## src/rtl/pwd_pkg.sv

```systemverilog
// rtl/pwd_pkg.sv - shared state encoding and sizing constants for the password controller
package pwd_pkg;
    localparam int DEPTH = 64;
    localparam int PTR_W = 7;

    typedef enum logic [2:0] {
        S_IDLE,
        S_PROG,
        S_CHECK,
        S_DRAIN,
        S_RESULT,
        S_LOCK
    } state_t;
endpackage

```

## src/rtl/pwd_ctrl_lock_timer.sv

```systemverilog
// rtl/pwd_ctrl_lock_timer.sv - loadable down-counter; busy spans load_val+1 cycles after a load
module lock_timer #(
    parameter int W = 10
) (
    input  logic         clk,
    input  logic         rst_n,
    input  logic         load,
    input  logic [W-1:0] load_val,
    output logic         busy,
    output logic         expire
);
    logic [W-1:0] cnt_q;
    logic         busy_q;

    always_ff @(posedge clk or negedge rst_n) begin
        if (!rst_n) begin
            cnt_q  <= '0;
            busy_q <= 1'b0;
        end else if (load) begin
            cnt_q  <= load_val;
            busy_q <= 1'b1;
        end else if (busy_q) begin
            if (cnt_q == '0) busy_q <= 1'b0;
            else             cnt_q  <= cnt_q - 1'b1;
        end
    end

    assign busy   = busy_q;
    assign expire = busy_q && (cnt_q == '0);
endmodule

```

## src/rtl/pwd_ctrl.sv

```systemverilog
// rtl/pwd_ctrl.sv - program/check sequencer for the password RAM with failed-attempt lockout
module pwd_ctrl
    import pwd_pkg::*;
#(
    parameter int ADDR_W      = 6,
    parameter int DATA_W      = 8,
    parameter int MAX_FAIL    = 3,
    parameter int LOCK_CYCLES = 1000
) (
    input  logic              clk,
    input  logic              rst_n,
    input  logic              start,
    input  logic              mode_set,
    input  logic              in_valid,
    input  logic [DATA_W-1:0] in_data,
    input  logic              in_last,
    output logic              in_ready,
    output logic              ram_we,
    output logic [ADDR_W-1:0] ram_addr,
    output logic [DATA_W-1:0] ram_wdata,
    input  logic [DATA_W-1:0] ram_rdata,
    output logic              done,
    output logic              match,
    output logic              locked,
    output logic [ADDR_W:0]   pwd_len
);
    localparam int PW  = ADDR_W + 1;
    localparam int DEP = 2**ADDR_W;
    localparam int FW  = $clog2(MAX_FAIL + 1);
    localparam int TW  = (LOCK_CYCLES > 1) ? $clog2(LOCK_CYCLES) : 1;

    state_t          state_q;
    logic [PW-1:0]   ptr_q;
    logic [PW-1:0]   pwd_len_q;
    logic [FW-1:0]   fail_q;
    logic            mis_q;
    logic            match_q;
    logic            done_q;
    logic            is_check_q;

    logic            xfer;
    logic            mis_d;
    logic [FW-1:0]   fail_d;
    logic            lock_load;
    logic            lock_busy;
    logic            lock_expire;

    assign in_ready  = (state_q == S_PROG) || (state_q == S_CHECK) || (state_q == S_DRAIN);
    assign xfer      = in_valid && in_ready;
    assign ram_we    = (state_q == S_PROG) && in_valid;
    assign ram_addr  = ((state_q == S_PROG) || (state_q == S_CHECK)) ? ptr_q[ADDR_W-1:0] : '0;
    assign ram_wdata = (state_q == S_PROG) ? in_data : '0;

    // Bytes beyond the stored length always mismatch, which also makes an empty password unmatchable.
    assign mis_d     = mis_q || (ptr_q >= pwd_len_q) || (in_data != ram_rdata);
    assign fail_d    = fail_q + 1'b1;
    assign lock_load = (state_q == S_RESULT) && is_check_q && !match_q
                       && (32'(fail_d) >= MAX_FAIL);

    lock_timer #(.W(TW)) u_lock_timer (
        .clk      (clk),
        .rst_n    (rst_n),
        .load     (lock_load),
        .load_val (TW'(LOCK_CYCLES - 1)),
        .busy     (lock_busy),
        .expire   (lock_expire)
    );

    always_ff @(posedge clk or negedge rst_n) begin
        if (!rst_n) begin
            state_q    <= S_IDLE;
            ptr_q      <= '0;
            pwd_len_q  <= '0;
            fail_q     <= '0;
            mis_q      <= 1'b0;
            match_q    <= 1'b0;
            done_q     <= 1'b0;
            is_check_q <= 1'b0;
        end else begin
            done_q <= 1'b0;
            case (state_q)
                S_IDLE: if (start) begin
                    match_q    <= 1'b0;
                    ptr_q      <= '0;
                    mis_q      <= 1'b0;
                    is_check_q <= !mode_set;
                    state_q    <= mode_set ? S_PROG : S_CHECK;
                end
                S_PROG: if (xfer) begin
                    if (in_last) begin
                        pwd_len_q <= ptr_q + 1'b1;
                        match_q   <= 1'b1;
                        fail_q    <= '0;
                        done_q    <= 1'b1;
                        state_q   <= S_RESULT;
                    end else if (ptr_q == PW'(DEP - 1)) begin
                        pwd_len_q <= '0;
                        state_q   <= S_DRAIN;
                    end else begin
                        ptr_q <= ptr_q + 1'b1;
                    end
                end
                S_DRAIN: if (xfer && in_last) begin
                    match_q <= 1'b0;
                    done_q  <= 1'b1;
                    state_q <= S_RESULT;
                end
                S_CHECK: if (xfer) begin
                    mis_q <= mis_d;
                    if (in_last) begin
                        match_q <= !mis_d && ((ptr_q + 1'b1) == pwd_len_q);
                        done_q  <= 1'b1;
                        state_q <= S_RESULT;
                    end else if (ptr_q != PW'(DEP)) begin
                        ptr_q <= ptr_q + 1'b1;
                    end
                end
                S_RESULT: begin
                    if (is_check_q && !match_q) begin
                        fail_q  <= fail_d;
                        state_q <= lock_load ? S_LOCK : S_IDLE;
                    end else begin
                        if (is_check_q) fail_q <= '0;
                        state_q <= S_IDLE;
                    end
                end
                S_LOCK: if (lock_expire) begin
                    fail_q  <= '0;
                    state_q <= S_IDLE;
                end
                default: state_q <= S_IDLE;
            endcase
        end
    end

    assign done    = done_q;
    assign match   = match_q;
    assign locked  = lock_busy;
    assign pwd_len = pwd_len_q;
endmodule

```

## config.mk

```make
export PLATFORM = sky130hd
export DESIGN_NAME = pwd_ctrl
export DESIGN_NICKNAME = d
export VERILOG_FILES = /design/src/rtl/pwd_pkg.sv /design/src/rtl/pwd_ctrl_lock_timer.sv /design/src/rtl/pwd_ctrl.sv
export SDC_FILE = /design/constraint.sdc
export NUM_CORES = 1
export LEC_CHECK = 0
export ABC_AREA = 1
export ABC_CLOCK_PERIOD_IN_PS = 1700
export CAP_MARGIN = 20
export CORE_AREA = 4 4 86 88
export DETAILED_ROUTE_END_ITERATION = 16
export DIE_AREA = 0 0 90 92
export PLACE_DENSITY = 0.72
export SLEW_MARGIN = 15
export SYNTH_ARGS = -nofsm -noshare
export SYNTH_HDL_FRONTEND = slang
export SYNTH_HIERARCHICAL = 1
export SYNTH_SLANG_ARGS = --single-unit
```

## constraint.sdc

```tcl
create_clock -name clk -period 1.7 [get_ports clk]
set_input_delay 0.51 -clock clk [delete_from_list [all_inputs] [get_ports clk]]
set_output_delay 0.51 -clock clk [all_outputs]
set_load 0.01 [all_outputs]
```

# ---- Yosys cells after proc, flatten, opt, wreduce, memory -nomap -nowiden
# Cells that the tools add are included.
# Widths: inputs -> output; s select.
dict set report word_totals {
  inputBits 22
  ff_bits 34
}
dict set report op_classes {
  magnitude_cmp 2
  eq_ne 23
  reduce_logical 33
  mux 49
  addsub 3
}
# operator n
set op_table {}
lappend op_table {{$mux 7} 9}
lappend op_table {{$mux 10} 3}
lappend op_table {{$mux 3} 10}
lappend op_table {{$pmux 7 s3} 1}
lappend op_table {{$ne 2x2->1 const B} 10}
lappend op_table {{$pmux 3 s6} 1}
lappend op_table {{$reduce_and 7->1} 2}
lappend op_table {{$mux 1} 13}
lappend op_table {{$mux 2} 6}
lappend op_table {{$logic_not 10->1} 1}
lappend op_table {{$sub 10x1->10 const B} 1}
lappend op_table {{$logic_and 1x1->1} 9}
lappend op_table {{$mux 8} 1}
lappend op_table {{$ne 8x8->1} 1}
lappend op_table {{$reduce_and 8->1} 1}
lappend op_table {{$add 7x1->7 const B} 1}
lappend op_table {{$eq 7x6->1 const B} 1}
lappend op_table {{$eq 7x7->1} 1}
lappend op_table {{$ge 7x7->1} 1}
lappend op_table {{$ne 7x7->1 const B} 1}
lappend op_table {{$eq 3x2->1 const B} 2}
lappend op_table {{$eq 3x3->1 const B} 2}
lappend op_table {{$mux 6} 1}
lappend op_table {{$ne 3x2->1 const B} 2}
lappend op_table {{17 further kinds} 29}

# ---- Logic depth before layout (Yosys ltp)
dict set report logic_depth {
  word_depth 8
  mapped_depth 13
  depth_no_buf 13
}

# ---- Hierarchy
# Netlist, hierarchy kept.
# module n_inst cells_each area_each_um2 seq_area_each_um2
set modules_own_cells {}
lappend modules_own_cells {pwd_ctrl 1 265 1795.5 575.6}
lappend modules_own_cells {lock_timer 1 120 802.0 275.3}

# ---- Least setup slack after synthesis
# No wires, ideal clock.
dict set report synth_timing {
  kind {reg-to-reg}
  start {register u_lock_timer.cnt_q[0]}
  end {register fail_q[0]}
  t_required_ps 1573
  path_slack_ps -127
  path_stages_with_launch 14
  t_arrival_ps 1700
  setup_time_ps 127
  synth_period_minus_slack_ps 1827
  cell_sequence {dfrtp_1 inv_1 ha_1 inv_1 nor2_1 nand2_1 nor4_1 nor2_1 nand2_1 inv_1 nor3_1 nand2_1 nand2_1 o21ai_0}
}
dict set report synth_between {
  elab_chain_cells 4
}
# element line_no
set synth_rtl {}
lappend synth_rtl {{start: declaration} pwd_ctrl_lock_timer.sv:12} ;# logic [W-1:0] cnt_q;
lappend synth_rtl {{start signal: assignment} pwd_ctrl_lock_timer.sv:20} ;# cnt_q <= load_val;
lappend synth_rtl {{start signal: assignment} pwd_ctrl_lock_timer.sv:24} ;# else cnt_q <= cnt_q - 1'b1;
lappend synth_rtl {{$logic_not 10->1} pwd_ctrl_lock_timer.sv:29} ;# assign expire = busy_q && (cnt_q == '0);
lappend synth_rtl {{$logic_and 1x1->1} pwd_ctrl_lock_timer.sv:29}
lappend synth_rtl {{via lock_expire} pwd_ctrl.sv:46} ;# logic lock_expire;
lappend synth_rtl {{$ne 2x2->1 (no source line)} n/a}
lappend synth_rtl {{$reduce_and 5->1 (no source line)} n/a}
lappend synth_rtl {{end signal: assignment} pwd_ctrl.sv:120} ;# fail_q <= fail_d;
lappend synth_rtl {{end: declaration} pwd_ctrl.sv:35} ;# logic [FW-1:0] fail_q;
# The timed path passes the listed nets, and every way through them passes these cells.
# A chain may end at the register's enable or synchronous reset.

# ---- Worst setup path after layout
dict set report layout_timing {
  start {register state_q[1]}
  end {output port ram_addr[2]}
}
dict set report layout_between {
  elab_chain_cells 3
  word_cells_on_any_way 4
  classes_between {eq/ne (2); mux (1); reduce/logical (1)}
}
# element line_no
set layout_rtl {}
lappend layout_rtl {{start: declaration} pwd_ctrl.sv:32} ;# state_t state_q;
lappend layout_rtl {{start signal: assignment} pwd_ctrl.sv:87} ;# state_q <= mode_set ? S_PROG : S_CHECK;
lappend layout_rtl {{start signal: assignment} pwd_ctrl.sv:121} ;# state_q <= lock_load ? S_LOCK : S_IDLE;
lappend layout_rtl {{$eq 3x1->1 or $eq 3x2->1 (tied branches)} pwd_ctrl.sv:51} ;# assign ram_addr = ((state_q == S_PROG) || (state_q == S_CHECK)) ? ptr_q[ADDR_W-1:0] : '0;
lappend layout_rtl {{$logic_or 1x1->1 (*)} pwd_ctrl.sv:51}
lappend layout_rtl {{$mux 6 (*)} pwd_ctrl.sv:51}
lappend layout_rtl {{end: declaration} pwd_ctrl.sv:19} ;# output logic [ADDR_W-1:0] ram_addr,
# Every way passes the cells marked *; elsewhere a longest branch is shown, timed or not.

==> out/metrics.yaml <==
status:
  status: "finished with violations"
  violations: "negative setup slack"
setup_path:
  crit_end: "ram_addr[2]"
  worst-r2r-setup-slack_ns: -0.06
  start_kind: "register"
  cp.required_ns: 1.19
  rr_worst_depth: 11
  critPathKind: "reg -> out"
  cp.arrival_ns: 1.39
  r2r-end: "ptr_q[6]$_DFFE_PN0P_"
  cp-startpoint: "state_q[1]$_DFFE_PN0P_"
  r2r-start: "state_q[1]$_DFFE_PN0P_"
  cp_max_fo: 7
  cp-end-kind: "output pin"
logic_synthesis:
  ys.flop_type: "dfrtp_1"
  ys_seq_elements: 34
  yosys_warnings: 6
  yosysSeqAreaShare: 0.328
  synth_area_leaders: "dfrtp_1, nand2_1, inv_1, nor2_1, nand3_1"
  synth.most_common_cell: "nand2_1"
  syn_area_mm2: 0.00260
  synthCells: 385
  synth-edff-count: 0
  syn_avg_cell_area_um2: 6.75
  synth_top_area_frac: 0.328
  synthArstFlopShare: 1.00
  synth_area_leader_cell: "dfrtp_1"
  synth.top_cells.by_count: "nand2_1, inv_1, nor2_1, nand3_1, dfrtp_1"
  synth_cell_types: 32
placement:
  portBuffers: 47
  place_ws_ns: -0.582
  dp_hpwl_mm: 5.36
  place.gp.congestion: 0.870
  postPlaceCellArea_mm2: 0.00361
  dp.cells: 570
clock_tree:
  cts_sinks: 34
  cts_tree: "yes"
  clk_pin_slew_worst_paths_ns: 0.07
  htreeDepth: 2
  clock_tree.root_cell: "clkbuf_8"
  cts.path.max_buffers: 2
  clock_latency_ns: 0.30
  numCtsBuffers: 5
floorplanning:
  die_area_mm2: 0.00828
  die_h_um: 92
  start_util: 0.391
  ios: 48
  coreArea_mm2: 0.00664
  rows: 30
  die_w_um: 90
detailed_routing:
  drt-total-wl_mm: 8.31
  wl_per_cell_um: 13.8
  drt-pass1-iter-count: 5
  via_per_inst: 5.07
  final_antenna_net_count: 0
  dr.first_iter.drc_count: 133
  vias: 3045
  drc_errors: 0
finish:
  final_cells: 601
  design_area_mm2: 0.00412
  drive_gt1_frac: 0.353
  num-nets-final: 553
  synthToLayoutAreaGrowth_pct: 58.7
  antenna_cells: 0
  finalCoreUtilization: 0.621
sta:
  hold_viol_final: 0
  fin_tns_setup_ns: -2.91
  worst_clock_skew_ns: 0.0121
  maxSlewViolCount: 0
  setup_viol: 25
  setup_slack_ns: -0.198
  timing.hold.ws_ns: 0.485
  layout_min_cycle_time_ns: 1.90
  rsz0062_at_grt: "true"
  fmax_ghz: 0.527
  finalCritPeriodShare: 1.12
global_route:
  grt_pass1_wl_mm: 12.4
  grt_overflow: 0
  grt.busiest_layer: "met2"
  grt_util_all_layers: 0.179
  grt_util_met3: 0.0377
  antenna_found_initial: 0
  grt_use_met1: 0.217
  met2_usage: 0.311
  grt_max_degree: 35
  grt_pass1_vias: 2809
pwr:
  power.density_mw_per_mm2: 1480
  peakVddDrop_uv: 784
  power_mw: 6.09
  p_leak_nw: 2.08
flow_run:
  maxCapViolCount: 0
hold_path:
  hp-class: "reg -> reg"
[how the worst min path moves through the flow]
stage | end | from | slack, ns | depth (start not counted)
floorplan | done$_DFF_PN0_ | rst_n | 0.21 | 0
global placement | fail_q[1]$_DFFE_PN0P_ | fail_q[1]$_DFFE_PN0P_ | 0.48 | 2
detailed placement | fail_q[1]$_DFFE_PN0P_ | fail_q[1]$_DFFE_PN0P_ | 0.49 | 2
CTS | fail_q[0]$_DFFE_PN0P_ | fail_q[0]$_DFFE_PN0P_ | 0.49 | 1
global route | fail_q[0]$_DFFE_PN0P_ | fail_q[0]$_DFFE_PN0P_ | 0.50 | 1
finish | fail_q[0]$_DFFE_PN0P_ | fail_q[0]$_DFFE_PN0P_ | 0.48 | 1
[logic make-up after synthesis]
group / synth area share
simple gates: 0.427
buf+inv: 0.0886
compound gates: 0.0910
flops: 0.328
fa+ha+maj: 0.0530
xor+xnor: 0.0101
other cells: 0.00289
[sequential cells by signal, summed over array words and instances (netlist names)]
name                flops
fail_q                  2
match                   1
u_lock_timer/cnt_q     10
is_check_q              1
pwd_len                 7
ptr_q                   7
mis_q                   1
state_q                 3
u_lock_timer/busy       1
done                    1
[power by group]
group / total, mW / internal, mW / leakage [nW] / switching (mW)
Combinational: 4.00 / 1.82 / 1.59 / 2.19
Clock: 0.778 / 0.436 / 0.0504 / 0.342
Sequential: 1.31 / 1.10 / 0.434 / 0.216
[cells in the final DEF (no fill, tap or decap), drive strengths merged]
cell type      count
a21o               1
xnor2              3
inv               56
clkdlybuf4s50     21
conb              10
nand2            115
nand3b             2
buf               91
nand4              7
or2                3
o21ai             25
nand3             37
nor3               7
dlymetal6s2s       1
bufinv             1
dlygate4sd2        9
a21oi              8
nor2              62
dfrtp             34
ha                11
clkinvlp           2
o22ai              8
clkbuf             5
a31oi              1
nor4               1
[area by class of cell]
class                   instances  area [um2]
clock buffers                   5        68.8
flip-flops and latches         34         851
fillers                       565        2520
repair buffers                122        1010
inverters                      56         225
well taps                      80         100
multi-input cells             301        1820
clock inverters                 3        45.0
[critical path: stages, from the launching register on]
cell and delay (ns):
dfrtp_1 0.39, buf_6 0.13, nor2_4 0.12, nand2_4 0.09, nand2_4 0.10, inv_6 0.05
nor2_1 0.07, buf_2 0.13
[metal layers]
layer | vias up | share of wire
li1 | 1496 | -
met1 | 1418 | 0.41
met2 | 109 | 0.51
met3 | 22 | 0.056
met4 | 0 | 0.027
met5 | - | 0
[what timing repair did]
| item | CTS | global route |
|---|---|---|
| cloned | 0 | 1 |
| hold endpoints to repair | 0 | 0 |
| setup buffers | 7 | 17 |
| pin swaps | 12 | 35 |
| resized for setup | 95 | 63 |
| hold buffers | 0 | 0 |
| setup endpoints to repair | 53 | 47 |
Note: power is estimated with default switching activity, not from simulation.
